<file path="src/rtl/regfile_alu_datapath.sv">
`default_nettype none
// regfile_alu_datapath: 16x16 register file feeding a single-cycle ALU with multi-hot
// write-back, a 5-bit {L,C,F,Z,N} flag register and same-cycle flag bypass.
module regfile_alu_datapath (
  input  logic        clk,
  input  logic        reset,
  input  logic [15:0] wEnable,
  input  logic [15:0] Imm_in,
  input  logic [7:0]  opcode,
  input  logic [3:0]  Rdest_sel,
  input  logic [3:0]  Rsrc_sel,
  input  logic        Imm_sel,
  output logic [4:0]  Flags_out,
  output logic [15:0] Data_out,
  output logic [15:0] ALU_out
);

  localparam logic [7:0] OP_NOP  = 8'h00;
  localparam logic [7:0] OP_ADDU = 8'h06;
  localparam logic [7:0] OP_ADDUI = 8'h60;
  localparam logic [7:0] OP_SUB  = 8'h09;
  localparam logic [7:0] OP_AND  = 8'h01;
  localparam logic [7:0] OP_OR   = 8'h02;
  localparam logic [7:0] OP_XOR  = 8'h03;
  localparam logic [7:0] OP_CMP  = 8'h0B;
  localparam logic [7:0] OP_CMPI = 8'hB0;
  localparam logic [7:0] OP_MOV  = 8'h0D;
  localparam logic [7:0] OP_MOVI = 8'hD0;

  // Flag bit positions within {L, C, F, Z, N}
  localparam int FL_L = 4;
  localparam int FL_C = 3;
  localparam int FL_F = 2;
  localparam int FL_Z = 1;
  localparam int FL_N = 0;

  logic [15:0] regs [16];
  logic [4:0]  flag_reg;
  logic [15:0] op_a;
  logic [15:0] op_b;
  logic [15:0] alu_res;
  logic [16:0] sum;
  logic [16:0] diff;
  logic        add_ovf;
  logic        sub_ovf;
  logic        write_op;
  logic        flag_op;
  logic [4:0]  flags_next;

  assign op_a = regs[Rdest_sel];
  assign op_b = Imm_sel ? regs[Rsrc_sel] : Imm_in;

  // Bit 16 of diff is the unsigned borrow (A < B).
  assign sum     = {1'b0, op_a} + {1'b0, op_b};
  assign diff    = {1'b0, op_a} - {1'b0, op_b};
  assign add_ovf = (op_a[15] == op_b[15]) & (sum[15] != op_a[15]);
  assign sub_ovf = (op_a[15] != op_b[15]) & (diff[15] != op_a[15]);

  always_comb begin
    alu_res    = '0;
    write_op   = 1'b0;
    flag_op    = 1'b0;
    flags_next = flag_reg;
    case (opcode)
      OP_ADDU, OP_ADDUI: begin
        alu_res          = sum[15:0];
        write_op         = 1'b1;
        flag_op          = 1'b1;
        flags_next[FL_C] = sum[16];
        flags_next[FL_F] = add_ovf;
      end
      OP_SUB: begin
        alu_res          = diff[15:0];
        write_op         = 1'b1;
        flag_op          = 1'b1;
        flags_next[FL_C] = diff[16];
        flags_next[FL_F] = sub_ovf;
      end
      OP_AND: begin
        alu_res  = op_a & op_b;
        write_op = 1'b1;
      end
      OP_OR: begin
        alu_res  = op_a | op_b;
        write_op = 1'b1;
      end
      OP_XOR: begin
        alu_res  = op_a ^ op_b;
        write_op = 1'b1;
      end
      OP_MOV, OP_MOVI: begin
        alu_res  = op_b;
        write_op = 1'b1;
      end
      OP_CMP, OP_CMPI: begin
        // Signed less-than is the sign of the difference corrected for overflow.
        alu_res          = diff[15:0];
        flag_op          = 1'b1;
        flags_next[FL_L] = diff[16];
        flags_next[FL_Z] = (op_a == op_b);
        flags_next[FL_N] = diff[15] ^ sub_ovf;
      end
      OP_NOP:  alu_res = '0;
      default: alu_res = '0;
    endcase
  end

  always_ff @(posedge clk or negedge reset) begin
    if (!reset) begin
      for (int k = 0; k < 16; k++) regs[k] <= '0;
      flag_reg <= '0;
    end else begin
      if (write_op) begin
        for (int k = 0; k < 16; k++) begin
          if (wEnable[k]) regs[k] <= alu_res;
        end
      end
      if (flag_op) flag_reg <= flags_next;
    end
  end

  assign ALU_out   = alu_res;
  assign Data_out  = regs[5];
  // Reset gating keeps a live compare from leaking flags while reset is held.
  assign Flags_out = reset ? flags_next : 5'b00000;

endmodule
`default_nettype wire

</file>
<file path="config.mk">
export PLATFORM = sky130hd
export DESIGN_NAME = regfile_alu_datapath
export DESIGN_NICKNAME = d
export VERILOG_FILES = /design/src/rtl/regfile_alu_datapath.sv
export SDC_FILE = /design/constraint.sdc
export NUM_CORES = 1
export LEC_CHECK = 0
export CAP_MARGIN = 5
export CORE_UTILIZATION = 55
export DETAILED_ROUTE_END_ITERATION = 16
export DONT_BUFFER_PORTS = 1
export GPL_TIMING_DRIVEN = 1
export MAX_ROUTING_LAYER = met4
export PLACE_DENSITY_LB_ADDON = 0.05
export SETUP_SLACK_MARGIN = 0.02
export SLEW_MARGIN = 20
export SYNTH_ARGS = -nofsm -noshare
export SYNTH_HDL_FRONTEND = slang
export SYNTH_SLANG_ARGS = --single-unit
</file>
<file path="constraint.sdc">
create_clock -name clk -period 22.6 [get_ports clk]
set_clock_uncertainty 0.1 [all_clocks]
set_input_delay 4.52 -clock clk [delete_from_list [all_inputs] [get_ports clk]]
set_output_delay 4.52 -clock clk [all_outputs]
set_load 0.03 [all_outputs]
</file>
Yosys cells after proc, flatten, opt, wreduce, memory -nomap -nowiden
Index checks and enable logic that the tools add are counted.
- bits in writable memories: 0
- bits in registers: 261
- output and inout bits: 37
- memories kept: 0
- latch bits: 0
- input port bits: 51
- memory bits (read-only): 0
- logic and storage cells: 80
- $add $sub $neg: 2
- shifts and indexed selects: 0
- $lt $le $gt $ge: 2
- bitwise operators: 8
- eq/ne operators: 15
- muxes and demuxes: 14
- reductions and logical operators: 22
- multipliers: 0
- div/mod/pow operators: 0
- operator list (cell ; count):
    binary-select mux 16 bit (select 4 bit) ; 2
    case mux 16 bit (6 select lines) ; 1
    2-to-1 mux 16 bit ; 5
    AND reduction 2 bit ; 16
    equality test 8 x 4 -> 1 bit, second input constant ; 3
    adder 16 x 16 -> 17 bit ; 1
    subtractor 16 x 16 -> 17 bit ; 1
    AND 16 bit ; 1
    equality test 16 bit ; 1
    equality test 8 x 2 -> 1 bit, second input constant ; 2
    equality test 8 bit, second input constant ; 2
    bitwise OR 16 bit ; 1
    bitwise XOR 16 bit ; 1
    greater-or-equal comparator 5 bit, second input constant ; 2
    NOT 4 -> 5 bit ; 2
    equality test 8 x 1 -> 1 bit, second input constant ; 1
    equality test 8 x 3 -> 1 bit, second input constant ; 1
    equality test 8 x 7 -> 1 bit, second input constant ; 1
    OR reduction 8 bit ; 1
    OR reduction 2 bit ; 3
    2-to-1 mux 5 bit ; 1
    OR reduction 5 bit ; 1
    case mux 2 bit (2 select lines) ; 1
    2-to-1 mux 1 bit ; 3
    other kinds (6) ; 9

Logic depth before layout (Yosys ltp)
Gate-level depths: netlist of run 1.
- depth after elaboration: 11
- mapped depth: 25
- gate-level depth less buffers: 20

Worst setup path before layout of run 1
No wires, ideal clock.
- path type: in2out
- start point: input Rdest_sel[0]
- end point: output Flags_out[2]
- data required time: 17.980 ns
- path slack: 7.865 ns
- path buffers: 3
- arrival: 10.115 ns
- cell stages on the path: 19
- cell sequence: buf_4 buf_1 buf_1 mux4_2 mux4_2 ha_1 inv_1 nor2_1 or2_2 o41a_1 o21ai_0 a21oi_1 nor4_1 nor2_1 fa_1 xor2_1 a32o_1 a21oi_1 a21boi_0
- cells in the longest elaborated chain, start to end: 9
- elaborated cells on any way between the ends: 14
- classes of those cells: add/sub (2); eq/ne (4); mux (5); bitwise (3)
- ends and longest elaborated chain (item ; RTL line ; source):
    start, declared ; 10 ; input logic [3:0] Rdest_sel,
    NOT 4 -> 5 bit (implied by the code) * ; 50 ; assign op_a = regs[Rdest_sel];
    binary-select mux 16 bit (select 4 bit) * ; 50 ;
    2-to-1 mux 16 bit (implied by the code) * (2 in series) ; 50 ;
    subtractor 16 x 16 -> 17 bit or adder 16 x 16 -> 17 bit (tied branches) ; 55, 54 ;
    != test 1 bit, on equally long branches ; 57, 56 ;
    AND 1 bit, on equally long branches ; 57, 56 ;
    case mux 2 bit (2 select lines) * ; 64 ; case (opcode)
    2-to-1 mux 5 bit * ; 125 ; assign Flags_out = reset ? flags_next : 5'b00000;
    end, declared ; 13 ; output logic [4:0] Flags_out,
Mark *: on every way between the ends. The rest lies on a longest branch, timed or not. The select of a mux whose other input is x is not followed.

Final worst setup path of run 1
- start point: input Rsrc_sel[0]
- end point: output Flags_out[2]
- cells in the longest elaborated chain, start to end: 10
- elaborated cells on any way between the ends: 15
- classes of those cells: add/sub (2); eq/ne (4); mux (6); bitwise (3)
- ends and longest elaborated chain (item ; RTL line ; source):
    start, declared ; 11 ; input logic [3:0] Rsrc_sel,
    NOT 4 -> 5 bit (implied by the code) * ; 51 ; assign op_b = Imm_sel ? regs[Rsrc_sel] : Imm_in;
    binary-select mux 16 bit (select 4 bit) * ; 51 ;
    2-to-1 mux 16 bit (implied by the code) * (2 in series) ; 51 ;
    2-to-1 mux 16 bit * ; 51 ;
    subtractor 16 x 16 -> 17 bit or adder 16 x 16 -> 17 bit (tied branches) ; 55, 54 ;
    != test 1 bit, on equally long branches ; 57, 56 ;
    AND 1 bit, on equally long branches ; 57, 56 ;
    case mux 2 bit (2 select lines) * ; 64 ;
    2-to-1 mux 5 bit * ; 125 ;
Marked as above.

==> impl_metrics.ini, run 1 <==
[status]
outcome = finished, final reports clean

[routing]
route.vias.total = 12500
wl_per_cell_um = 25.8
wl_um = 48700
drtAntennaViolNets = 0
dr.pass1.iters = 5
drcViolationCount = 0
drt_iter0_markers = 1245
vias_per_cell = 6.64

[floorplanning]
fp.dieW_um = 176
start_util_pct = 56.1
dieArea_mm2 = 0.0310
rows = 63
io_pins = 88
die_y_um = 176
fp.coreArea_mm2 = 0.0297

[pwr]
ir_worst_vdd_mv = 0.0648
p_leak_nw = 7.58
power_density_mw_per_mm2 = 96.7

[sta]
maxSlewHeadroom_pct = 28.6
setup_tns_ns = 0
hold_violations = 0
fmax_ghz = 0.0700
min_period_over_period_pct = 63.2
setup_violations = 0
timing.final.crit_period_ns = 14.29
rsz0062_at_grt = no
finalMaxSlewViolations = 0
worst_slew_pin_slew_ns = 1.06

[yosys]
synth_compound_area_share_pct = 15.3
ys_warn_count = 0
syn_avg_cell_area_um2 = 10.6
synth_nets = 1668
yosysSeqAreaShare_pct = 39.2
synth_flop_cell = dfrtp_1
async_reset_ff_share_pct = 100
synthXorXnorAreaFrac_pct = 0.210
synthSimpleGateAreaFrac_pct = 10.6
synth_area_mm2 = 0.0167
synth_top_family_by_area = multiplexers
synth-adder-area-share_pct = 3.69
synthCells = 1569
synth_edf_count = 0
synthMuxAreaShare_pct = 25.3
ys_ff_latch = 261
ys_types = 80

[cts]
numClockSinks = 261
clk_pin_slew_worst_paths_ns = 0.06
numCtsBuffers = 29
clk_latency_ns = 0.57
cts_resized = 0
htreeDepth = 1
cts_root_buf = clkbuf_16
post_cts_buffers = 0
cts_tree = built
postCtsHoldBufs = 0
clock_path_buffers = 3

[global_routing]
antenna_found_initial = 1
met3_usage_pct = 4.91
grt_pass1_wl_um = 75200
grt_use_met1_pct = 47.7
grt_use_met2_pct = 50.1
first_global_vias = 12200
grt_usage_pct = 33.4
top_usage_layer = met2
grt_max_degree = 267
grt_overflow = 0

[worst_setup_path]
crit_arrival_ns = 9.67
reg2reg_depth = 20
cp_max_fo = 64
criticalPathCategory = in -> out
cp-startpoint = Rsrc_sel[0]
worstPathRequired_ns = 17.98
start_kind = primary input
cp_slowest_cell = a21boi_0
r2r_end = regs[95]
rr_startpoint = Data_out[1]
rrSetupSlack_ns = 17.06
worst_setup_path_end_kind = output port
critPathCapture = Flags_out[2]
path_common_cell = a21oi_1
critical_path.cell_chain = mux4_2 > mux4_2 > mux2_2 > inv_1 > ha_1 > or3_1 > a21oi_1 > nand3_1 > a211oi_2 > o41a_1 > o21ai_0 > a21oi_1 > nor4_1 > nor2_1 > fa_1 > xor2_1 > a32o_1 > a21oi_1 > a21boi_0
slowest_delay_ns = 0.75

[flow_run]
cap_violations = 0

[placed_design]
placed_cell_area_mm2 = 0.0167
port_buffers = 0
dp_hpwl_um = 32400
gp_congestion = 0.924

[layout]
final_common_cell = dfrtp_1
final_cell_mix = dfrtp_1 (261), nand2_1 (213), o21ai_0 (172), mux4_2 (153), nor2_1 (96)
drive_above_1_share_pct = 20.6
final_cell_area_mm2 = 0.0177
fin_nets = 1573
area_growth_pct = 6.36
largest_register_ffs = 240

[min_path]
worst_hold_path_type = reg -> reg
==> through the flow <==
stage	power [W]	util, %	hold slack (ns)	setup WS (ns)	instances
2_1_floorplan	0.00106	-	0.360	7.86	1569
3_3_place_gp	0.00117	56.1	0.377	8.44	1833
3_5_place_dp	0.00119	56.1	0.384	8.37	1833
4_1_cts	0.00171	59.7	0.404	8.36	1887
5_1_grt	0.00180	59.7	0.427	7.95	1888
6_report	0.00172	59.7	0.400	8.31	1888
==> critical path: cells and delay by family <==
family	cells	cell delay, ns
adder cells (fa/ha/maj)	2	0.72
multiplexers	3	1.30
buffers and inverters	1	0.13
AND/OR/NAND/NOR	4	0.77
AO/OA/AOI/OAI	8	2.05
XOR/XNOR	1	0.17
==> final cells by class <==
class	count	area (µm²)
Antenna cell	1	2.50
Tap cell	390	488
Sequential cell	261	6530
Inverter	68	255
Clock inverter	18	274
Timing Repair Buffer	23	173
Fill cell	2481	12000
Multi-Input combinational cell	1091	9230
Clock buffer	36	782
==> kinds of logic (layout without fill, tap and decap cells) <==
kind of cell,count (synthesis),count (layout)
AOI/OAI and AO/OA,408,408
and+or+nand+nor,406,406
DFF,261,261
muxes,225,225
buffers and inverters,217,145
adders and majority gates,48,48
xor gates and xnor gates,4,4
other,0,1
==> synthesized netlist by cell type (12+ instances only) <==
cell type	count	share of area, %
dfrtp_1	261	39
buf_1	26	0.59
nor2_1	96	2.2
a22oi_1	12	0.54
o21ai_0	173	5.2
mux2i_1	29	1.7
mux2_2	42	2.8
nand3_1	12	0.36
a21oi_1	86	2.6
buf_2	19	0.57
mux4_2	153	21
inv_1	66	1.5
o31ai_1	21	0.95
nand2_1	213	4.8
and2_1	24	0.90
clkbuf_1	78	1.8
ha_1	46	3.5
a31oi_1	17	0.64
buf_4	23	1.0
==> metal layers <==
layer	up-vias	part of all wire [%]
met2	481	47
li1	5573	-
met1	6384	44
met5	-	0
met3	93	7.1
met4	0	2.5
==> worst min path at each step <==
stage                           start          end  slack [ns]  depth (start not counted)
final                        regs[71]     regs[71]        0.40                          2
after global routing        regs[135]    regs[135]        0.43                          2
after CTS                   regs[155]    regs[155]        0.40                          2
after detailed placement  flag_reg[4]  flag_reg[4]        0.38                          1
after global placement       regs[71]     regs[71]        0.38                          2
after floorplan             regs[155]    regs[155]        0.36                          2
==> where the power goes <==
part | leakage (nW) | switching [W] | total [W] | internal, W
combinational | 3.57 | 0.000307 | 0.000544 | 0.000237
sequential | 3.49 | 0.0000880 | 0.000648 | 0.000560
clock | 0.512 | 0.000207 | 0.000524 | 0.000317
total | 7.58 | 0.000602 | 0.00172 | 0.00111
Note: power is estimated with default switching activity, not from simulation.
==> inputs of run 2 (changes only) <==
==> constraint.sdc (replaced) <==
create_clock -name clk -period 13.3 [get_ports clk]
set_clock_uncertainty 0.1 [all_clocks]
set_input_delay 2.66 -clock clk [delete_from_list [all_inputs] [get_ports clk]]
set_output_delay 2.66 -clock clk [all_outputs]
set_load 0.03 [all_outputs]
==> run 2 against run 1 <==
Net effect:
- clock power up 71%
- non-clock buffer count is the same
- combinational power up 70%
- largest cell class unchanged
- power up 70%
- setup slack worse by 5.9 ns
- flip-flop and latch count did not move
- global-route usage grew 0.14 points
- die area unchanged
- worst hold slack worse by 0.0055 ns
==> impl_metrics.ini, run 2 (same netlist as run 1, synthesis figures left out) <==
[status]
outcome = finished, final reports clean

[layout]
fin_nets = 1574
seq_area_mm2 = 0.00653
multi_input_area_mm2 = 0.00923
area_growth_pct = 6.51
final_cell_mix = dfrtp_1 (261), nand2_1 (213), o21ai_0 (172), mux4_2 (153), nor2_1 (96)
drive_above_1_share_pct = 20.6
largest_register_ffs = 240
fill_cells = 2493
final_cell_area_mm2 = 0.0178
final_common_cell = dfrtp_1

[sta]
worst_slew_pin_slew_ns = 1.06
finalMaxSlewViolations = 0
min_period_over_period_pct = 82.2
fmax_ghz = 0.0915
timing.final.crit_period_ns = 10.93
finalWorstSetupSlack_ns = 2.37
rsz0062_at_grt = no
setup_violations = 0
hold_violations = 0
maxSlewHeadroom_pct = 28.0
setup_tns_ns = 0
whs_ns = 0.394

[cts]
cts_tree = built
cts_root_buf = clkbuf_16
numCtsBuffers = 30
cts_resized = 0
htreeDepth = 1
clock_path_buffers = 3
numClockSinks = 261
postCtsHoldBufs = 0
clk_pin_slew_worst_paths_ns = 0.06
post_cts_buffers = 0
clk_latency_ns = 0.56

[worst_setup_path]
cp_slowest_cell = a21boi_0
path_common_cell = a21oi_1
critical_path.cell_chain = clkinv_1 > buf_4 > mux4_2 > mux2_2 > ha_1 > or3_1 > a21oi_1 > nand3_1 > a211oi_2 > o41a_1 > o21ai_0 > a21oi_1 > nor4_1 > nor2_1 > fa_1 > xor2_1 > a32o_1 > a21oi_1 > a21boi_0
worstPathRequired_ns = 10.54
crit_arrival_ns = 8.17
cp_max_fo = 11
cpLargestDelayFamily = compound AO/OA/AOI/OAI gates
criticalPathCategory = in -> out
start_kind = primary input
worst-path-buf-inv = 2
slowest_delay_ns = 0.73
worst_setup_path_end_kind = output port

[floorplanning]
io_pins = 88
rows = 63
die_y_um = 176
start_util_pct = 56.1
fp.coreArea_mm2 = 0.0297
fp.dieW_um = 176
dieArea_mm2 = 0.0310

[placed_design]
dp_hpwl_um = 32300
placed_cell_area_mm2 = 0.0167
pre_cts_slack_ns = 2.35
port_buffers = 0
gp_congestion = 0.923

[pwr]
p_leak_nw = 7.59
p_sw_w = 0.00101
switching_share_pct = 34.5
ir_worst_vdd_mv = 0.105
internal_power_w = 0.00191
p_seq_share_pct = 37.7
power_w = 0.00292
power_density_mw_per_mm2 = 164
clock_power_share_pct = 30.7
comb_power_share_pct = 31.7

[routing]
wl_per_cell_um = 25.8
route.vias.total = 12500
dr.pass1.iters = 5
drcViolationCount = 0
wl_um = 48700
drtAntennaViolNets = 0
vias_per_cell = 6.61
drt_iter0_markers = 1350

[global_routing]
grt_usage_pct = 33.5
grt_overflow = 0
antenna_found_initial = 2
grt_pass1_wl_um = 75200
grt_max_degree = 267
first_global_vias = 12400

[min_path]
worst_hold_path_type = reg -> reg

[flow_run]
cap_violations = 0
==> run 2: worst reg2reg max path: cells and delay by family, from the launching register on <==
| kind | cells | cell delay [ns] |
|---|---|---|
| compound gates | 8 | 1.56 |
| mux | 3 | 1.32 |
| simple gates | 5 | 0.84 |
| fa+ha+maj | 2 | 0.72 |
| flops | 1 | 0.52 |
| buf+inv | 2 | 0.39 |
==> run 2: through the flow <==
step,instances,util (%)
2_1_floorplan,1569,-
3_3_place_gp,1833,56.1
3_5_place_dp,1833,56.1
4_1_cts,1887,59.7
5_1_grt,1889,59.8
6_report,1889,59.8
==> run 2: final timing paths <==
path | slack [ns] | startpoint | to | cells after the start
worst max-delay path | 2.37 | Rsrc_sel[3] | Flags_out[2] | 19
worst min-delay path | 0.39 | regs[203] | regs[203] | 2
worst max register to register | 7.70 | Data_out[1] | regs[95] | 20
worst min register to register | 0.39 | regs[203] | regs[203] | 2
max in group asynchronous | 10.68 | reset | regs[40] | 0
min in group asynchronous | 1.70 | reset | regs[229] | 0
==> run 2: metal layers <==
| metal | vias to the layer above | wire (µm) | GRT usage, % |
|---|---|---|---|
| li1 | 5578 | - | - |
| met1 | 6288 | 20700 | 45.3 |
| met2 | 519 | 22400 | 49.7 |
| met3 | 106 | 4060 | 8.61 |
| met4 | 0 | 1570 | 10.9 |
| met5 | - | 0 | - |
==> run 2: cell type report <==
class | instances | share of cell area, %
Timing Repair Buffer | 23 | 0.972
Clock buffer | 42 | 5.00
Sequential cell | 261 | 36.8
Tap cell | 390 | 2.75
Multi-Input combinational cell | 1091 | 52.0
Clock inverter | 12 | 1.07
Inverter | 68 | 1.44
Antenna cell | 2 | 0.0282
==> run 2: power by group through the flow <==
stage	Sequential [W]	Clock [W]	Combinational, W
finish	0.00110	0.000896	0.000924
global route	0.00112	0.000936	0.00101
CTS	0.00110	0.000905	0.000912
floorplan	0.00104	0	0.000762
detailed placement	0.00111	0	0.000908
global placement	0.00110	0	0.000897
==> inputs of run 3 (changes only) <==
==> constraint.sdc (replaced) <==
create_clock -name clk -period 11.4 [get_ports clk]
set_clock_uncertainty 0.1 [all_clocks]
set_input_delay 2.28 -clock clk [delete_from_list [all_inputs] [get_ports clk]]
set_output_delay 2.28 -clock clk [all_outputs]
set_load 0.03 [all_outputs]
==> run 3 against run 2 <==
Net effect:
- critical path depth up 1
- final cell count decreased by 0.42%
- first-iteration DRC count is 16% higher
==> impl_metrics.ini, run 3 (same netlist as run 1, synthesis figures left out) <==
[layout]
final_cell_mix = dfrtp_1 (261), nand2_1 (213), o21ai_0 (172), mux4_2 (153), nor2_1 (96)
final_cell_area_mm2 = 0.0176
final_common_cell = dfrtp_1
area_growth_pct = 5.27
utilization_pct = 59.1
drive_above_1_share_pct = 20.0
fin_nets = 1573
largest_register_ffs = 240

[worst_setup_path]
critical_path.cell_chain = clkinv_1 > buf_4 > mux4_2 > mux2_2 > inv_1 > ha_1 > inv_1 > nor2_1 > or2_2 > o41a_1 > o21ai_0 > a21oi_1 > nor4_1 > nor2_1 > fa_1 > nand2_1 > o21ai_0 > a221oi_2 > buf_4 > nand2_1
cp_max_fo = 17
crit_arrival_ns = 7.45
cp_slowest_cell = fa_1
start_kind = primary input
slowest_delay_ns = 0.53
worst-path-buf-inv = 5
cpLargestDelayFamily = buffers and inverters
worst_setup_path_end_kind = output port
worstPathRequired_ns = 9.02
criticalPathCategory = in -> out

[pwr]
power_w = 0.00325
power_density_mw_per_mm2 = 185
ir_worst_vdd_mv = 0.124
p_leak_nw = 7.49

[global_routing]
grt_overflow = 0
first_global_vias = 12100
grt_pass1_wl_um = 75800
grt_max_degree = 267
grt_usage_pct = 33.7
antenna_found_initial = 1

[floorplanning]
rows = 63
die_y_um = 176
dieArea_mm2 = 0.0310
fp.dieW_um = 176
start_util_pct = 56.1
io_pins = 88
fp.coreArea_mm2 = 0.0297

[sta]
setup_tns_ns = 0
fmax_ghz = 0.102
min_period_over_period_pct = 86.2
hold_violations = 0
setup_violations = 0
rsz0062_at_grt = no
timing.final.crit_period_ns = 9.83
finalMaxSlewViolations = 0
maxSlewHeadroom_pct = 25.3
worst_slew_pin_slew_ns = 1.12
finalWorstSetupSlack_ns = 1.57

[cts]
htreeDepth = 1
clk_latency_ns = 0.55
post_cts_buffers = 0
postCtsHoldBufs = 0
clk_pin_slew_worst_paths_ns = 0.05
cts_root_buf = clkbuf_16
cts_resized = 0
clock_path_buffers = 3
numCtsBuffers = 29
cts_tree = built
numClockSinks = 261

[routing]
route.vias.total = 12500
dr.pass1.iters = 5
wl_per_cell_um = 26.3
wirelength_met1_um = 22400
wl_met2_um = 22600
vias_per_cell = 6.65
wl_um = 49400
wl_met3_um = 3130
routed.top_layer = met4
drt_iter0_markers = 1561
drtAntennaViolNets = 0
drcViolationCount = 0

[placed_design]
gp_congestion = 0.939
pre_cts_slack_ns = 1.65
dp_hpwl_um = 32500
placed_cell_area_mm2 = 0.0167
port_buffers = 0

[flow_run]
cap_violations = 0

[min_path]
worst_hold_path_type = reg -> reg

[status]
outcome = finished, final reports clean
-- run 3: worst paths after layout --
kind / end / start / slack, ns / depth (start not counted)
hold reg to reg: regs[147] / regs[147] / 0.39 / 2
setup / recovery: ALU_out[15] / Rsrc_sel[3] / 1.57 / 20
hold / removal: regs[147] / regs[147] / 0.39 / 2
setup reg to reg: regs[47] / Data_out[1] / 5.77 / 20
max in group asynchronous: regs[102] / reset / 9.27 / 0
min in group asynchronous: regs[244] / reset / 1.33 / 0
-- run 3: layer usage --
layer | vias to the layer above | track usage [%]
li1 | 5578 | -
met1 | 6418 | 49.1
met2 | 430 | 49.7
met3 | 92 | 5.19
met4 | 0 | 8.62
met5 | - | -
-- run 3: per-stage QoR --
step	hold WS, ns	cells
6_report	0.394	1881
5_1_grt	0.418	1880
4_1_cts	0.398	1879
3_5_place_dp	0.386	1833
3_3_place_gp	0.374	1833
2_1_floorplan	0.360	1569
-- run 3: final cells by class --
type | instances | area (µm²)
inverter | 68 | 255
clock inverter | 6 | 58.8
multi-input combinational | 1091 | 9220
clock buffer | 40 | 817
timing repair buffer | 23 | 173
fill | 2529 | 12200
tap | 390 | 488
sequential | 261 | 6530
antenna | 2 | 5.00
-- run 3: worst reg2reg max path: stages (launching register included) --
cell      delay [ns]
dfrtp_1         0.53
mux4_2          0.50
mux4_2          0.48
mux2_2          0.31
inv_1           0.13
ha_1            0.28
or3_1           0.42
a21oi_1         0.20
nand3_1         0.11
a211oi_2        0.32
o41a_1          0.31
o21ai_0         0.12
a21oi_1         0.17
nor4_1          0.07
nor2_1          0.17
fa_1            0.45
nand2_1         0.08
o21ai_0         0.12
a221oi_2        0.22
buf_4           0.26
a31oi_1         0.13
-- run 3: report_power, final --
part | total [W] | internal, W | leakage (nW) | switching, W
clock network | 0.000886 | 0.000515 | 0.434 | 0.000371
registers | 0.00128 | 0.00111 | 3.49 | 0.000168
logic | 0.00109 | 0.000472 | 3.57 | 0.000618
total | 0.00325 | 0.00210 | 7.49 | 0.00116
